$ cat src/rtl/cpu_mem_pkg.sv
// Shared types and defaults for the unified memory port arbiter used by cpu_top.
//   arb_state_t    : arbiter FSM states (IDLE issues, WAIT counts out latency)
//   arb_owner_t    : which requester owns the single outstanding access
//   MEM_LAT_DEF    : default issue-to-data latency in cycles
//   STARVE_MAX_DEF : default number of data grants fetch may be held off for
package cpu_mem_pkg;

    typedef enum logic {
        IDLE,
        WAIT
    } arb_state_t;

    typedef enum logic [1:0] {
        OWN_NONE,
        OWN_IF,
        OWN_DM
    } arb_owner_t;

    localparam int MEM_LAT_DEF    = 2;
    localparam int STARVE_MAX_DEF = 3;

endpackage

$ cat src/rtl/mem_arb_pick.sv
// Combinational winner selection between fetch and data requests.
//   if_req  : fetch request
//   dm_req  : data request
//   starved : starvation counter has saturated
//   pick    : one-hot winner, bit 0 = fetch, bit 1 = data, 0 = no request
module mem_arb_pick (
    input  logic       if_req,
    input  logic       dm_req,
    input  logic       starved,
    output logic [1:0] pick
);

    // Data wins by default; a saturated starvation count hands the port to fetch.
    always_comb begin
        pick = 2'b00;
        if (if_req && (starved || !dm_req)) begin
            pick = 2'b01;
        end else if (dm_req) begin
            pick = 2'b10;
        end
    end

endmodule

$ cat src/rtl/mem_port_arbiter.sv
// Arbiter/sequencer for the memory port shared by instruction fetch and data
// access. One access is in flight at a time; the response is returned to the
// owner MEM_LAT cycles after issue. Also produces per-stage stall signals.
//   clk, reset                       : clock, synchronous active-low reset
//   if_req/if_addr                   : fetch request and address
//   if_gnt/if_rvalid/if_rdata        : fetch issue strobe, response, data
//   dm_req/dm_we/dm_addr/dm_wdata    : data request, write enable, addr, wdata
//   dm_gnt/dm_rvalid/dm_rdata        : data issue strobe, response, read data
//   mem_en/mem_we/mem_addr/mem_wdata : memory port drive
//   mem_rdata                        : memory read data, valid MEM_LAT after issue
//   stall_if/stall_mem               : request pending without a response
module mem_port_arbiter
    import cpu_mem_pkg::*;
#(
    parameter int ADDR_W     = 64,
    parameter int DATA_W     = 64,
    parameter int MEM_LAT    = MEM_LAT_DEF,
    parameter int STARVE_MAX = STARVE_MAX_DEF
) (
    input  logic              clk,
    input  logic              reset,
    input  logic              if_req,
    input  logic [ADDR_W-1:0] if_addr,
    output logic              if_gnt,
    output logic              if_rvalid,
    output logic [DATA_W-1:0] if_rdata,
    input  logic              dm_req,
    input  logic              dm_we,
    input  logic [ADDR_W-1:0] dm_addr,
    input  logic [DATA_W-1:0] dm_wdata,
    output logic              dm_gnt,
    output logic              dm_rvalid,
    output logic [DATA_W-1:0] dm_rdata,
    output logic              mem_en,
    output logic              mem_we,
    output logic [ADDR_W-1:0] mem_addr,
    output logic [DATA_W-1:0] mem_wdata,
    input  logic [DATA_W-1:0] mem_rdata,
    output logic              stall_if,
    output logic              stall_mem
);

    localparam int LAT_W = $clog2(MEM_LAT + 1);
    localparam int SW    = (STARVE_MAX > 0) ? $clog2(STARVE_MAX + 1) : 1;

    arb_state_t       state_q, state_d;
    arb_owner_t       owner_q, owner_d;
    logic [LAT_W-1:0] lat_q, lat_d;
    logic [SW-1:0]    starv_q, starv_d;
    logic             we_q, we_d;
    logic             armed_q;   // low during reset and the first cycle after release
    logic             active;
    logic             starved;
    logic [1:0]       pick;

    assign active  = reset && armed_q;
    assign starved = (starv_q == SW'(STARVE_MAX));

    mem_arb_pick u_pick (
        .if_req  (if_req),
        .dm_req  (dm_req),
        .starved (starved),
        .pick    (pick)
    );

    always_ff @(posedge clk) begin
        if (!reset) begin
            state_q <= IDLE;
            owner_q <= OWN_NONE;
            lat_q   <= '0;
            starv_q <= '0;
            we_q    <= 1'b0;
            armed_q <= 1'b0;
        end else begin
            state_q <= state_d;
            owner_q <= owner_d;
            lat_q   <= lat_d;
            starv_q <= starv_d;
            we_q    <= we_d;
            armed_q <= 1'b1;
        end
    end

    always_comb begin
        state_d   = state_q;
        owner_d   = owner_q;
        lat_d     = lat_q;
        starv_d   = starv_q;
        we_d      = we_q;
        if_gnt    = 1'b0;
        if_rvalid = 1'b0;
        if_rdata  = '0;
        dm_gnt    = 1'b0;
        dm_rvalid = 1'b0;
        dm_rdata  = '0;
        mem_en    = 1'b0;
        mem_we    = 1'b0;
        mem_addr  = '0;
        mem_wdata = '0;

        if (active) begin
            case (state_q)
                IDLE: begin
                    if (pick != 2'b00) begin
                        mem_en  = 1'b1;
                        lat_d   = LAT_W'(MEM_LAT);
                        state_d = WAIT;
                        if (pick[0]) begin
                            if_gnt   = 1'b1;
                            mem_addr = if_addr;
                            owner_d  = OWN_IF;
                            we_d     = 1'b0;
                        end else begin
                            dm_gnt    = 1'b1;
                            mem_addr  = dm_addr;
                            mem_we    = dm_we;
                            mem_wdata = dm_wdata;
                            owner_d   = OWN_DM;
                            we_d      = dm_we;
                        end
                    end
                end
                WAIT: begin
                    lat_d = lat_q - LAT_W'(1);
                    // Count hits zero this cycle: mem_rdata is valid now.
                    if (lat_q == LAT_W'(1)) begin
                        state_d = IDLE;
                        owner_d = OWN_NONE;
                        if (owner_q == OWN_IF) begin
                            if_rvalid = 1'b1;
                            if_rdata  = mem_rdata;
                        end else if (owner_q == OWN_DM) begin
                            dm_rvalid = 1'b1;
                            if (!we_q) begin
                                dm_rdata = mem_rdata;
                            end
                        end
                    end
                end
                default: state_d = IDLE;
            endcase

            if (!if_req || if_gnt) begin
                starv_d = '0;
            end else if (dm_gnt && !starved) begin
                starv_d = starv_q + SW'(1);
            end
        end
    end

    assign stall_if  = reset & if_req & ~if_rvalid;
    assign stall_mem = reset & dm_req & ~dm_rvalid;

endmodule

$ cat config.mk
export PLATFORM = sky130hd
export DESIGN_NAME = mem_port_arbiter
export DESIGN_NICKNAME = d
export VERILOG_FILES = /design/src/rtl/cpu_mem_pkg.sv /design/src/rtl/mem_arb_pick.sv /design/src/rtl/mem_port_arbiter.sv
export SDC_FILE = /design/constraint.sdc
export NUM_CORES = 1
export LEC_CHECK = 0
export CAP_MARGIN = 40
export CORE_AREA = 2 2 204 206
export CTS_CLUSTER_DIAMETER = 30
export DETAILED_ROUTE_END_ITERATION = 6
export DIE_AREA = 0 0 206 208
export GPL_ROUTABILITY_DRIVEN = 0
export PLACE_DENSITY = 0.42
export SLEW_MARGIN = 20
export SYNTH_ARGS = -nofsm -noshare
export SYNTH_HDL_FRONTEND = slang
export SYNTH_HIERARCHICAL = 1
export SYNTH_SLANG_ARGS = --single-unit
$ cat constraint.sdc
create_clock -name clk -period 3 [get_ports clk]
set_input_delay 0.3 -clock clk [delete_from_list [all_inputs] [get_ports clk]]
set_output_delay 0.3 -clock clk [all_outputs]
set_load 0.01 [all_outputs]
# Word-level counts from Yosys, hierarchy flattened
# Cells that the tools add are included.
[classes]
n_addsub = 2
eq_ne = 6
n_mux = 57
bitwise = 7
n_reduce_logical = 14
[ops]
columns = ["cell", "n"]
rows = [
  ["64-bit two-way mux", 18],
  ["1-bit two-way mux", 28],
  ["2-bit two-way mux", 8],
  ["2-bit case mux with 2 select lines", 2],
  ["3-bit AND reduction", 2],
  ["1-bit AND", 4],
  ["2-bit by 1-bit equality test with 1-bit output, second input constant", 2],
  ["2-bit equality test, second input constant", 2],
  ["2-bit AND reduction", 2],
  ["2-bit nonzero test", 2],
  ["1-bit logical AND", 3],
  ["1-bit zero test", 3],
  ["1-bit NOT", 3],
  ["2-bit by 1-bit adder with 2-bit output, second input constant", 1],
  ["1-bit logical OR", 2],
  ["2-bit by 1-bit inequality test with 1-bit output, second input constant", 1],
  ["2-bit inequality test, second input constant", 1],
  ["1-bit case mux with 2 select lines", 1],
  ["2-bit by 1-bit subtractor with 2-bit output, second input constant", 1],
]
[word_totals]
regBits = 9
input_bits = 261
output_inout_bits = 264
elab_cells = 92

# Depth between registers and ports, before layout
# Gate-level depths: netlist of the first run.
[logic_depth]
depth_word = 11
depth_mapped = 9
ltp_nobuf = 8

# Hierarchy
# Netlist of the first run, hierarchy kept.
[by_module_without_submodules]
columns = ["mod", "n_inst", "cells_per_inst", "area_per_inst_um2", "seq_area_each_um2"]
rows = [
  ["mem_port_arbiter", 1, 349, 2439.8, 180.2],
  ["mem_arb_pick", 1, 3, 18.8, 0.0],
]

# Worst setup path before layout of the first run
# Ideal clock, no wire load.
[synth_path]
path_type = "register to output"
startpoint = "register starv_q[0]"
endpoint = "output mem_wdata[10]"
arrival_ps = 1729
required_ps = 2700
slack_ps = 971
path_stages_with_launch = 9
path_buffers = 2
path_cell_list = "dfxtp_1 ha_1 a21boi_0 nor2b_1 nand3_1 inv_2 buf_2 clkbuf_1 and2_1"
[synth_between]
elab_chain_len = 8
word_cells_on_any_way = 9
classes_between = "eq/ne: 1; mux: 5; reduce/logical: 3"
[synth_rtl]
columns = ["element", "line_no", "rtl"]
rows = [
  ["from (decl)", "mem_port_arbiter.sv:49", "logic [SW-1:0] starv_q, starv_d;"],
  ["from (signal assigned)", "mem_port_arbiter.sv:78", "starv_q <= starv_d;"],
  ["2-bit equality test", "mem_port_arbiter.sv:57", "assign starved = (starv_q == SW'(STARVE_MAX));"],
  ["net starved", "mem_port_arbiter.sv:53", "logic starved;"],
  ["1-bit logical OR", "mem_arb_pick.sv:16", "if (if_req && (starved || !dm_req)) begin"],
  ["1-bit logical AND", "mem_arb_pick.sv:16", ""],
  ["2-bit two-way mux", "mem_arb_pick.sv:16", ""],
  ["net pick[1]", "mem_port_arbiter.sv:54", "logic [1:0] pick;"],
  ["2-bit nonzero test", "mem_port_arbiter.sv:104", "if (pick != 2'b00) begin"],
  ["64-bit two-way mux", "mem_port_arbiter.sv:104", ""],
  ["64-bit two-way mux", "mem_port_arbiter.sv:102", "case (state_q)"],
  ["64-bit two-way mux", "mem_port_arbiter.sv:101", "if (active) begin"],
  ["to (decl)", "mem_port_arbiter.sv:37", "output logic [DATA_W-1:0] mem_wdata,"],
]
# The timed path passes the listed nets, and every way through them passes these cells.

# Final worst setup path of the first run
[layout_path]
startpoint = "input if_req"
endpoint = "output mem_addr[4]"
[layout_between]
elab_chain_len = 6
word_cells_on_any_way = 7
classes_between = "mux: 5; reduce/logical: 2"
[layout_rtl]
columns = ["element", "line_no", "rtl"]
rows = [
  ["from (decl)", "mem_port_arbiter.sv:22", "input logic if_req,"],
  ["1-bit logical AND (*)", "mem_arb_pick.sv:16", ""],
  ["2-bit two-way mux (*)", "mem_arb_pick.sv:16", ""],
  ["net pick[0]", "mem_port_arbiter.sv:54", ""],
  ["64-bit two-way mux or 2-bit nonzero test (tied branches)", "mem_port_arbiter.sv:108, mem_port_arbiter.sv:104", ""],
  ["64-bit two-way mux (*)", "mem_port_arbiter.sv:104", ""],
  ["64-bit two-way mux (*)", "mem_port_arbiter.sv:102", ""],
  ["64-bit two-way mux (*)", "mem_port_arbiter.sv:101", ""],
  ["to (decl)", "mem_port_arbiter.sv:36", "output logic [ADDR_W-1:0] mem_addr,"],
]
# The timed path passes the listed nets; every way through them passes the cells marked *.

==> impl_metrics.toml, run 1 <==
[run_status]
outcome = "finished clean"

[pwr]
leakage_uw = 0.00316
pwr_density_cell_nw_per_um2 = 118
max-vdd-ir-drop_v = 0.000217

[synth]
ys_dominant_reg_cell = "dfxtp_1"
synth_top_cell_by_area = "and2_1"
synthTopCellsByCount = "and2_1 (193), a22o_1 (64), buf_2 (13), clkbuf_1 (11)"
synth_nets = 615
synthTopCellsByArea = "and2_1 (49%), a22o_1 (23%), dfxtp_1 (7.3%), buf_6 (2.7%), buf_2 (2.6%)"
synth_top_area_frac = 0.491
yosys_register_bits = 9
postSynthAreaPerCell_um2 = 6.98
yosys_warnings = 6
synth_most_common_cell = "and2_1"
synthArstFlopShare = 0
syn_area_um2 = 2460
synth_seq_area_share = 0.0733
ys_types = 30
syn_inst = 352
synth_edf_count = 0

[cts]
clock_latency_ns = 0.23
cts_sinks = 9
cts_tree = "done"
cts_setup_buffers = 0
cts_buffer_depth = 2
numCtsBuffers = 3
clk_pin_slew_worst_paths_ns = 0.04
cts_root_buffer = "clkbuf_16"
holdBufCountCts = 0
htree_levels = 1

[global_routing]
grt_max_degree = 65
grt_pass1_wl_um = 30900
antenna_found_initial = 5
track_usage = 0.0964
grt_pass1_vias = 4733
overflow = 0

[route]
dr.pass1.iters = 6
drt-initial-drc-count = 156
met1_length_um = 7480
wire_per_inst_um = 16.3
top_layer = "met5"
dr_wl_met3_um = 2880
drt-total-wl_um = 23000
num_vias = 4651
ant_nets = 0
met2_length_um = 12200
drc = 0
vias_per_cell = 3.30

[critical_path]
regToRegSetupSlack_ns = 1.00
critPathKind = "in2out"
cp.arrival_ns = 2.62
critPathMaxFanout = 18
end_kind = "primary output"
reg2reg_to = "starv_q[1]$_SDFFE_PN0P_"
worstReg2RegStart = "starv_q[0]$_SDFFE_PN0P_"
r2r_cells = 10
cp-start-kind = "input port"
required_ns = 2.70

[floorplanning]
io_pins = 525
die-area_um2 = 42800
initial_core_util = 0.0606
core_um2 = 40600
rows = 74
die_w_um = 206
die_y_um = 208

[cells_and_area]
area_delta_synth_final_pct = 252
register_area_um2 = 180
n_fill_cell = 4528
finalInstanceArea_um2 = 8650
final_cells = 1409
drive_gt1_frac = 0.0514
layout.nets = 1140
final_util = 0.213
multi_input_comb_area_um2 = 2070

[timing]
finalSetupViolations = 0
timing.final.ws_setup_ns = 0.0847
tns_ns = 0
fin_worst_skew_ns = 0.00236
finalHoldViolCount = 0
fin_crit_sh = 0.972
post-route-min-period_ns = 2.92
finalMaxSlewViolations = 0
slew_headroom = 0.682
worst_slew_pin_slew_ns = 0.473
fmax_ghz = 0.343

[min_path]
whs_path_depth = 2
hp-class = "reg2reg"
min-delay-start = "lat_q[1]$_SDFFE_PN0P_"
hold_end = "lat_q[1]$_SDFFE_PN0P_"

[place]
dp_hpwl_um = 20600
portBuffers = 524
placed_cells = 1404
dpl_cell_area_um2 = 8550
place_ws_ns = 0.00598

[run]
drv_cap = 0
[power breakdown]
group	internal, uW	leakage [uW]	switching (uW)
combinational	451	0.00304	199
sequential	126	0.0000738	6.78
clock	176	0.0000409	58.2
[per-layer routing]
metal,vias to the layer above,GRT usage
li1,2230,-
met1,2039,0.0918
met2,352,0.195
met3,24,0.0332
met4,6,0.0192
met5,-,0
[registers in the layout (all words and copies together) (netlist names)]
| name | count |
|---|---|
| armed_q | 1 |
| lat_q | 2 |
| owner_q | 2 |
| starv_q | 2 |
| state_q | 1 |
| we_q | 1 |
[how the worst max path moves through the flow]
stage                     to  slack [ns]                    start  cells after the start
6_report         mem_addr[4]        0.08                   if_req                      8
4_1_cts          mem_addr[2]        0.04                   dm_req                      9
2_1_floorplan  mem_wdata[10]        0.97  starv_q[0]$_SDFFE_PN0P_                      8
3_3_place_gp   mem_wdata[35]       -0.03                   dm_req                      9
3_5_place_dp     mem_addr[2]       0.006                   dm_req                      9
5_1_grt          mem_addr[4]      -0.007                   if_req                      8
[worst max-delay path, stage by stage]
cell	delay, ns
clkdlybuf4s50_1	0.55
a21boi_1	0.27
buf_4	0.17
and3_2	0.20
buf_12	0.16
buf_12	0.17
a22o_1	0.21
clkdlybuf4s50_1	0.56
[through the flow]
stage	hold slack, ns	power [uW]
floorplan	0.328	253
global placement	0.447	790
detailed placement	0.455	786
CTS	0.461	1030
global route	0.489	1070
finish	0.455	1020
[cell type report]
class	instances	share of cell area
flip-flops and latches	9	0.0208
well taps	532	0.0769
clock buffers	3	0.00867
clock inverters	1	0.000578
repair buffers	555	0.649
diodes	1	0.000289
multi-input cells	298	0.239
inverters	10	0.00448
[cells in the final DEF (no fill, tap or decap), types with 2 or more instances in the layout]
cell and instances:
o21ai_0 4, nor2_1 5, clkbuf_16 3, dfxtp_1 9, a21oi_1 6, a221o_1 2, buf_4 20, and2_1 193
nand2_1 6, clkinv_2 2, buf_12 11, a22o_1 63, clkdlybuf4s50_1 524, inv_1 9
[cells by family after synthesis]
| logic type | count (synthesis) | synth area share |
|---|---|---|
| buf+inv | 45 | 0.0962 |
| fa+ha+maj | 2 | 0.0102 |
| compound gates | 81 | 0.272 |
| simple gates | 215 | 0.548 |
| flops | 9 | 0.0733 |
[what timing repair did]
action	CTS	global route
resized for setup	1	5
endpoints found under the setup margin	2	96
cloned	0	0
No activity file was read; power rests on OpenSTA's default activity.
==> inputs of run 2 (changes only) <==
--- a/config.mk
+++ b/config.mk
@@ -7,7 +7,7 @@
 export LEC_CHECK = 0
 export CAP_MARGIN = 40
 export CORE_AREA = 2 2 204 206
-export CTS_CLUSTER_DIAMETER = 30
+export CTS_CLUSTER_DIAMETER = 80
 export DETAILED_ROUTE_END_ITERATION = 6
 export DIE_AREA = 0 0 206 208
 export GPL_ROUTABILITY_DRIVEN = 0
==> results of run 2 <==
Final layout, timing and power as in run 1 (identical DEF).
